$ cat src/rtl/cam_pkg.sv
// Shared constants for the OV7620 capture path: default frame geometry,
// counter widths and FSM state encoding.
package cam_pkg;

  localparam int H_PIXELS_DEF = 640;
  localparam int V_LINES_DEF  = 240;

  localparam int COL_W      = 10;
  localparam int ROW_W      = 9;
  localparam int PIX_CNT_W  = 11;
  localparam int LINE_CNT_W = 10;

  localparam logic [1:0] ST_IDLE    = 2'd0;
  localparam logic [1:0] ST_WAIT_VS = 2'd1;
  localparam logic [1:0] ST_ACTIVE  = 2'd2;

endpackage

$ cat src/rtl/cam_sync_edge.sv
// Multi-stage synchroniser for one asynchronous camera control line, with a
// history flop so rising/falling edges come out as one-cycle pulses.
module cam_sync_edge #(
  parameter int SYNC_STAGES = 2
) (
  input  logic clk,
  input  logic rst,
  input  logic din,
  output logic level,
  output logic rise,
  output logic fall
);

  logic [SYNC_STAGES-1:0] sync;
  logic                   hist;

  always_ff @(posedge clk) begin
    if (rst) begin
      sync <= '0;
      hist <= 1'b0;
    end else begin
      sync <= {sync[SYNC_STAGES-2:0], din};
      hist <= sync[SYNC_STAGES-1];
    end
  end

  assign level = sync[SYNC_STAGES-1];
  assign rise  = level & ~hist;
  assign fall  = ~level & hist;

endmodule

$ cat src/rtl/ov7620_capture_module.sv
// OV7620 camera front-end: brings PCLK/VSYNC/HREF/Y into the CLK domain,
// emits pixel strobes with aligned luma, and checks frame geometry.
module ov7620_capture_module
  import cam_pkg::*;
#(
  parameter int H_PIXELS       = H_PIXELS_DEF,
  parameter int V_LINES        = V_LINES_DEF,
  parameter int SYNC_STAGES    = 2,
  parameter int VS_ACTIVE_HIGH = 1
) (
  input  logic             CLK,
  input  logic             RST,
  input  logic             Capture_En,
  input  logic             CAM_PCLK,
  input  logic             CAM_VSYNC,
  input  logic             CAM_HREF,
  input  logic [7:0]       CAM_Y,
  output logic             H2L_Sig_V,
  output logic             L2H_Sig_V,
  output logic             L2H_Sig_H,
  output logic             Href_Level,
  output logic             L2H_Sig_P,
  output logic [7:0]       Y_Data,
  output logic [COL_W-1:0] Pixel_Col,
  output logic [ROW_W-1:0] Line_Row,
  output logic             Frame_Done,
  output logic             Frame_Err,
  output logic [7:0]       Frame_Cnt
);

  localparam logic [PIX_CNT_W-1:0]  H_MAX = PIX_CNT_W'(H_PIXELS);
  localparam logic [LINE_CNT_W-1:0] V_MAX = LINE_CNT_W'(V_LINES);

  logic vs_in;
  logic p_level, p_rise, p_fall;
  logic v_level, v_rise, v_fall;
  logic h_level, h_rise, h_fall;
  logic unused_sync;

  assign vs_in = (VS_ACTIVE_HIGH != 0) ? CAM_VSYNC : ~CAM_VSYNC;

  cam_sync_edge #(.SYNC_STAGES(SYNC_STAGES)) u_sync_pclk (
    .clk(CLK), .rst(RST), .din(CAM_PCLK), .level(p_level), .rise(p_rise), .fall(p_fall)
  );
  cam_sync_edge #(.SYNC_STAGES(SYNC_STAGES)) u_sync_vsync (
    .clk(CLK), .rst(RST), .din(vs_in), .level(v_level), .rise(v_rise), .fall(v_fall)
  );
  cam_sync_edge #(.SYNC_STAGES(SYNC_STAGES)) u_sync_href (
    .clk(CLK), .rst(RST), .din(CAM_HREF), .level(h_level), .rise(h_rise), .fall(h_fall)
  );

  assign unused_sync = ^{p_level, p_fall, v_level};
  assign Href_Level  = h_level;

  // Luma delayed by the same depth as the control synchronisers keeps each byte with its PCLK edge.
  logic [7:0] y_pipe [SYNC_STAGES];

  always_ff @(posedge CLK) begin
    if (RST) begin
      for (int i = 0; i < SYNC_STAGES; i++) y_pipe[i] <= '0;
    end else begin
      y_pipe[0] <= CAM_Y;
      for (int i = 1; i < SYNC_STAGES; i++) y_pipe[i] <= y_pipe[i-1];
    end
  end

  logic [1:0]            state, state_n;
  logic [PIX_CNT_W-1:0]  pix_cnt, pix_n;
  logic [LINE_CNT_W-1:0] line_cnt, line_n;
  logic                  err_n, strobe_n;
  logic                  done_pend, done_pend_n;
  logic                  good_pend, good_pend_n;
  logic                  restart, restart_n;

  // Within one cycle the pixel is handled first, then the line end, then the frame end.
  always_comb begin
    state_n     = state;
    pix_n       = pix_cnt;
    line_n      = line_cnt;
    err_n       = Frame_Err;
    strobe_n    = 1'b0;
    done_pend_n = 1'b0;
    good_pend_n = 1'b0;
    restart_n   = 1'b0;
    if (restart) err_n = 1'b0;
    case (state)
      ST_IDLE: begin
        if (Capture_En) state_n = ST_WAIT_VS;
      end
      ST_WAIT_VS: begin
        if (v_fall) begin
          state_n = ST_ACTIVE;
          pix_n   = '0;
          line_n  = '0;
          err_n   = 1'b0;
        end
      end
      ST_ACTIVE: begin
        if (v_fall) begin
          err_n     = 1'b1;
          pix_n     = '0;
          line_n    = '0;
          restart_n = 1'b1;
        end else begin
          if (p_rise && h_level) begin
            if (pix_cnt < H_MAX && line_cnt < V_MAX) begin
              strobe_n = 1'b1;
              pix_n    = pix_cnt + 1'b1;
            end else begin
              err_n = 1'b1;
            end
          end
          if (h_fall) begin
            if (pix_n != H_MAX) err_n = 1'b1;
            pix_n = '0;
            if (line_cnt < V_MAX) line_n = line_cnt + 1'b1;
            else err_n = 1'b1;
          end
          if (v_rise) begin
            if (line_n != V_MAX) err_n = 1'b1;
            done_pend_n = 1'b1;
            good_pend_n = ~err_n;
            state_n     = Capture_En ? ST_WAIT_VS : ST_IDLE;
          end
        end
      end
      default: state_n = ST_IDLE;
    endcase
  end

  always_ff @(posedge CLK) begin
    if (RST) begin
      state      <= ST_IDLE;
      pix_cnt    <= '0;
      line_cnt   <= '0;
      done_pend  <= 1'b0;
      good_pend  <= 1'b0;
      restart    <= 1'b0;
      H2L_Sig_V  <= 1'b0;
      L2H_Sig_V  <= 1'b0;
      L2H_Sig_H  <= 1'b0;
      L2H_Sig_P  <= 1'b0;
      Y_Data     <= '0;
      Pixel_Col  <= '0;
      Line_Row   <= '0;
      Frame_Done <= 1'b0;
      Frame_Err  <= 1'b0;
      Frame_Cnt  <= '0;
    end else begin
      state      <= state_n;
      pix_cnt    <= pix_n;
      line_cnt   <= line_n;
      done_pend  <= done_pend_n;
      good_pend  <= good_pend_n;
      restart    <= restart_n;
      H2L_Sig_V  <= v_fall;
      L2H_Sig_V  <= v_rise;
      L2H_Sig_H  <= h_rise;
      L2H_Sig_P  <= strobe_n;
      Frame_Err  <= err_n;
      Frame_Done <= done_pend;
      if (strobe_n) begin
        Y_Data    <= y_pipe[SYNC_STAGES-1];
        Pixel_Col <= pix_cnt[COL_W-1:0];
        Line_Row  <= line_cnt[ROW_W-1:0];
      end
      if (done_pend && good_pend) Frame_Cnt <= Frame_Cnt + 1'b1;
    end
  end

endmodule

$ cat config.mk
export PLATFORM = sky130hd
export DESIGN_NAME = ov7620_capture_module
export DESIGN_NICKNAME = d
export VERILOG_FILES = /design/src/rtl/cam_pkg.sv /design/src/rtl/cam_sync_edge.sv /design/src/rtl/ov7620_capture_module.sv
export SDC_FILE = /design/constraint.sdc
export NUM_CORES = 1
export LEC_CHECK = 0
export CAP_MARGIN = 20
export CORE_MARGIN = 10
export CORE_UTILIZATION = 48
export CTS_CLUSTER_DIAMETER = 80
export DETAILED_ROUTE_END_ITERATION = 8
export PLACE_DENSITY = 0.77
export SLEW_MARGIN = 20
export SYNTH_ARGS = -nofsm -noshare
export SYNTH_HDL_FRONTEND = slang
export SYNTH_SLANG_ARGS = --single-unit
export TNS_END_PERCENT = 100
$ cat constraint.sdc
create_clock -name CLK -period 2.1 [get_ports CLK]
set_clock_uncertainty 0.05 [all_clocks]
set_input_delay 0.42 -clock CLK [delete_from_list [all_inputs] [get_ports CLK]]
set_output_delay 0.42 -clock CLK [all_outputs]
set_load 0.05 [all_outputs]
==> results.md <==
- Int Power: 2.39 mW
- Synthesized-area fraction occupied by adder cells: 0.0231
- Initial antenna violation count: 0
- Sequential share of power: 0.542
- Drt drc: 0
- Post-CTS sizing: 1
- Placer congestion estimate: 0.921
- Die Ht: 109 um
- Post-CTS Hold Fix Bufs: 0
- H-tree depth: 3
- Worst Path Max Fanout: 7
- CP Data Arrival Time: 2.29 ns
- Vias in the first global route: 3181
- Sequential share of the synthesized area: 0.486
- Antenna Diode Count: 0
- CP bufs+invs: 0
- Clk pwr share: 0.338
- Max clock buf depth: 2
- Crit path cell chain: nor4b_4 > and3_1 > a31oi_1 > nor4_2 > o21ai_0 > o31a_1
- Post-CTS Setup Bufs: 0
- Total of max-cap violations: 0
- Detailed-route wire length per cell: 14.8 um
- DIE AREA: 11800 um2
- Initial Utilization: 0.493
- Fin. max-slew vios: 0
- Design Power: 3.33 mW
- Crit path capture type: register
- Global Route Usage Sum: 0.159
- Core Region: 7690 um2
- Syn nets: 459
- Most common cell in the netlist: dfxtp_1
- Post-synthesis cell area: 3790 um2
- Post-synthesis mux area share: 0.0109
- Cell family with most CP delay: simple AND/OR/NAND/NOR gates
- Switch Pwr: 0.939 mW
- Post-layout util: 0.615
- Ports: 56
- Required @ worst endpoint: 2.29 ns
- Die W: 109 um
- Final WL: 9.04 mm
- Cells after Synth: 438
- Final setup viols: 0
- TritonCTS clock tree: done
- Commonest cells in the netlist: dfxtp_1, nand2_1, a21oi_1
- TritonCTS Buffers: 9
- Total gr overflow: 0
- Simple-gate share of the synthesized area: 0.280
- Initial DRC count: 210
- Static leakage: 1.72 nW
- Final period utilization: 0.997
- Share of layout cells above drive strength 1: 0.116
- Count of final hold-check violations: 0
- Worst-Margin Slew: 0.581 ns
- CTS Sinks: 92
- Worst skew pair latency: 0.35 ns
- Worst slew margin: 0.602
- Largest family of logic cells by synthesized area: simple AND/OR/NAND/NOR gates
- EDFF count, synth: 0
- Pre-CTS setup slack: 0.0444 ns
- Final min period: 2.09 ns
- Root buffer cell: clkbuf_8
- Largest net degree at the start of global routing: 37
- Synth Area in Compound Gates: 0.139
- RSZ-0062 raised after global routing: yes
- Yosys top cell area share: 0.486
- Clk pin slew, worst setup/hold paths: 0.10 ns
- First-pass GRT wire length: 15.4 mm
- Combinational share of power: 0.121
- Crit-path max cell delay: 0.45 ns
- M2 GR Usage: 0.268
- Port buffer count: 55
- Worst setup margin: 0.00582 ns
- Fin Hold WS: 0.291 ns
- NumNets Final: 525
- Maximum VDD drop: 0.000462 V
- Avg Cell Area, Syn: 8.65 um2
- Met1 GRT Util: 0.196
- Top_reg_cell synth: dfxtp_1
- Synth area leaders: dfxtp_1, nand2_1, a21oi_1
- Switching Fraction: 0.282
- Hpwl dp: 6.59 mm
- Netlist cell types: 55
- DRT antenna net count: 0
- Vias: 3261
- Status: finished clean
- Post-synth ARST share: 0
- # rows: 32
- Yosys Warn Count: 0
- GRT met3 Usage: 0.0383
- Crit path max-delay cell type: nor4b_4
- Busiest grt layer: met2
- Cell Pwr Density: 704 nW/um2
- P&R area growth vs syn: 24.9%
- Worst min path class: input port to register
- #FFs+latches synth: 92
- Max frequency: 478 MHz
- Xor/xnor share of the synthesized area: 0.0254
- First-pass detailed-route iteration total: 4
- Vias per cell: 5.34
- Synth area leader: dfxtp_1
- Setup CP Type: register to register
- CP startpoint kind: register
power groups by stage:
stage	clock network, mW	registers (mW)	logic [mW]
global route	1.22	1.81	0.451
floorplan	0	1.85	0.271
finish	1.13	1.80	0.402
CTS	1.14	1.80	0.402
detailed placement	0	1.85	0.401
global placement	0	1.84	0.391
layer usage:
metal / wire (um) / vias to the layer above
li1: - / 1622
met1: 4030 / 1546
met4: 92 / 0
met3: 507 / 9
met2: 4410 / 84
met5: 0 / -
layout make-up:
type / instances / area (um2)
inverter: 5 / 18.8
multi-input combinational: 315 / 1810
clock inverter: 7 / 62.6
timing repair buffer: 81 / 744
tap: 102 / 128
sequential: 92 / 1840
clock buffer: 9 / 124
fill: 702 / 2960
metrics by stage:
step	std cells	cell area, um2	setup TNS, ns
after floorplan	438	3790	0
after global placement	595	4540	0
after detailed placement	595	4540	0
after CTS	611	4720	0
after global routing	611	4730	-0.197
final	611	4730	0
kinds of logic after synthesis:
kind of cell | count (synthesis)
flops | 92
mux | 4
compound gates | 87
xor+xnor | 11
fa+ha+maj | 7
simple gates | 206
buf+inv | 31
cells in the final DEF, fill, tap and decap left out, types with 4 or more instances in the layout:
master / synthesis / layout
a22oi_1: 4 / 4
nand3_1: 11 / 11
inv_1: 5 / 5
nand2_1: 73 / 73
o21ai_0: 13 / 13
clkdlybuf4s50_1: 0 / 49
nor2_1: 40 / 40
xor2_1: 7 / 7
nor4_1: 4 / 4
ha_1: 7 / 7
nor2b_1: 32 / 32
xnor2_1: 4 / 4
nand2b_1: 7 / 7
clkbuf_8: 0 / 9
buf_4: 1 / 27
a211oi_1: 4 / 4
dfxtp_1: 92 / 91
a21oi_1: 47 / 47
a311oi_1: 5 / 5
and3_1: 5 / 5
nor3_1: 7 / 7
sequential cells by signal, indices dropped and copies added (netlist names), 2 cells and up:
name               flops
u_sync_href.sync       2
Pixel_Col             10
Frame_Cnt              8
u_sync_pclk.sync       2
y_pipe                16
Y_Data                 8
Line_Row               9
line_cnt              10
u_sync_vsync.sync      2
pix_cnt               11
state                  2
path summary, 6_finish.rpt:
kind | from | end | slack (ns) | cells past startpoint
max | line_cnt[8]$_SDFFE_PP0P_ | Frame_Err$_SDFF_PP0_ | 0.006 | 6
min reg2reg | u_sync_href.hist$_SDFF_PP0_ | L2H_Sig_H$_SDFF_PP0_ | 0.39 | 1
max reg2reg | line_cnt[8]$_SDFFE_PP0P_ | Frame_Err$_SDFF_PP0_ | 0.006 | 6
min | RST | line_cnt[4]$_SDFFE_PP0P_ | 0.29 | 2
Note: power is estimated with default switching activity, not from simulation.
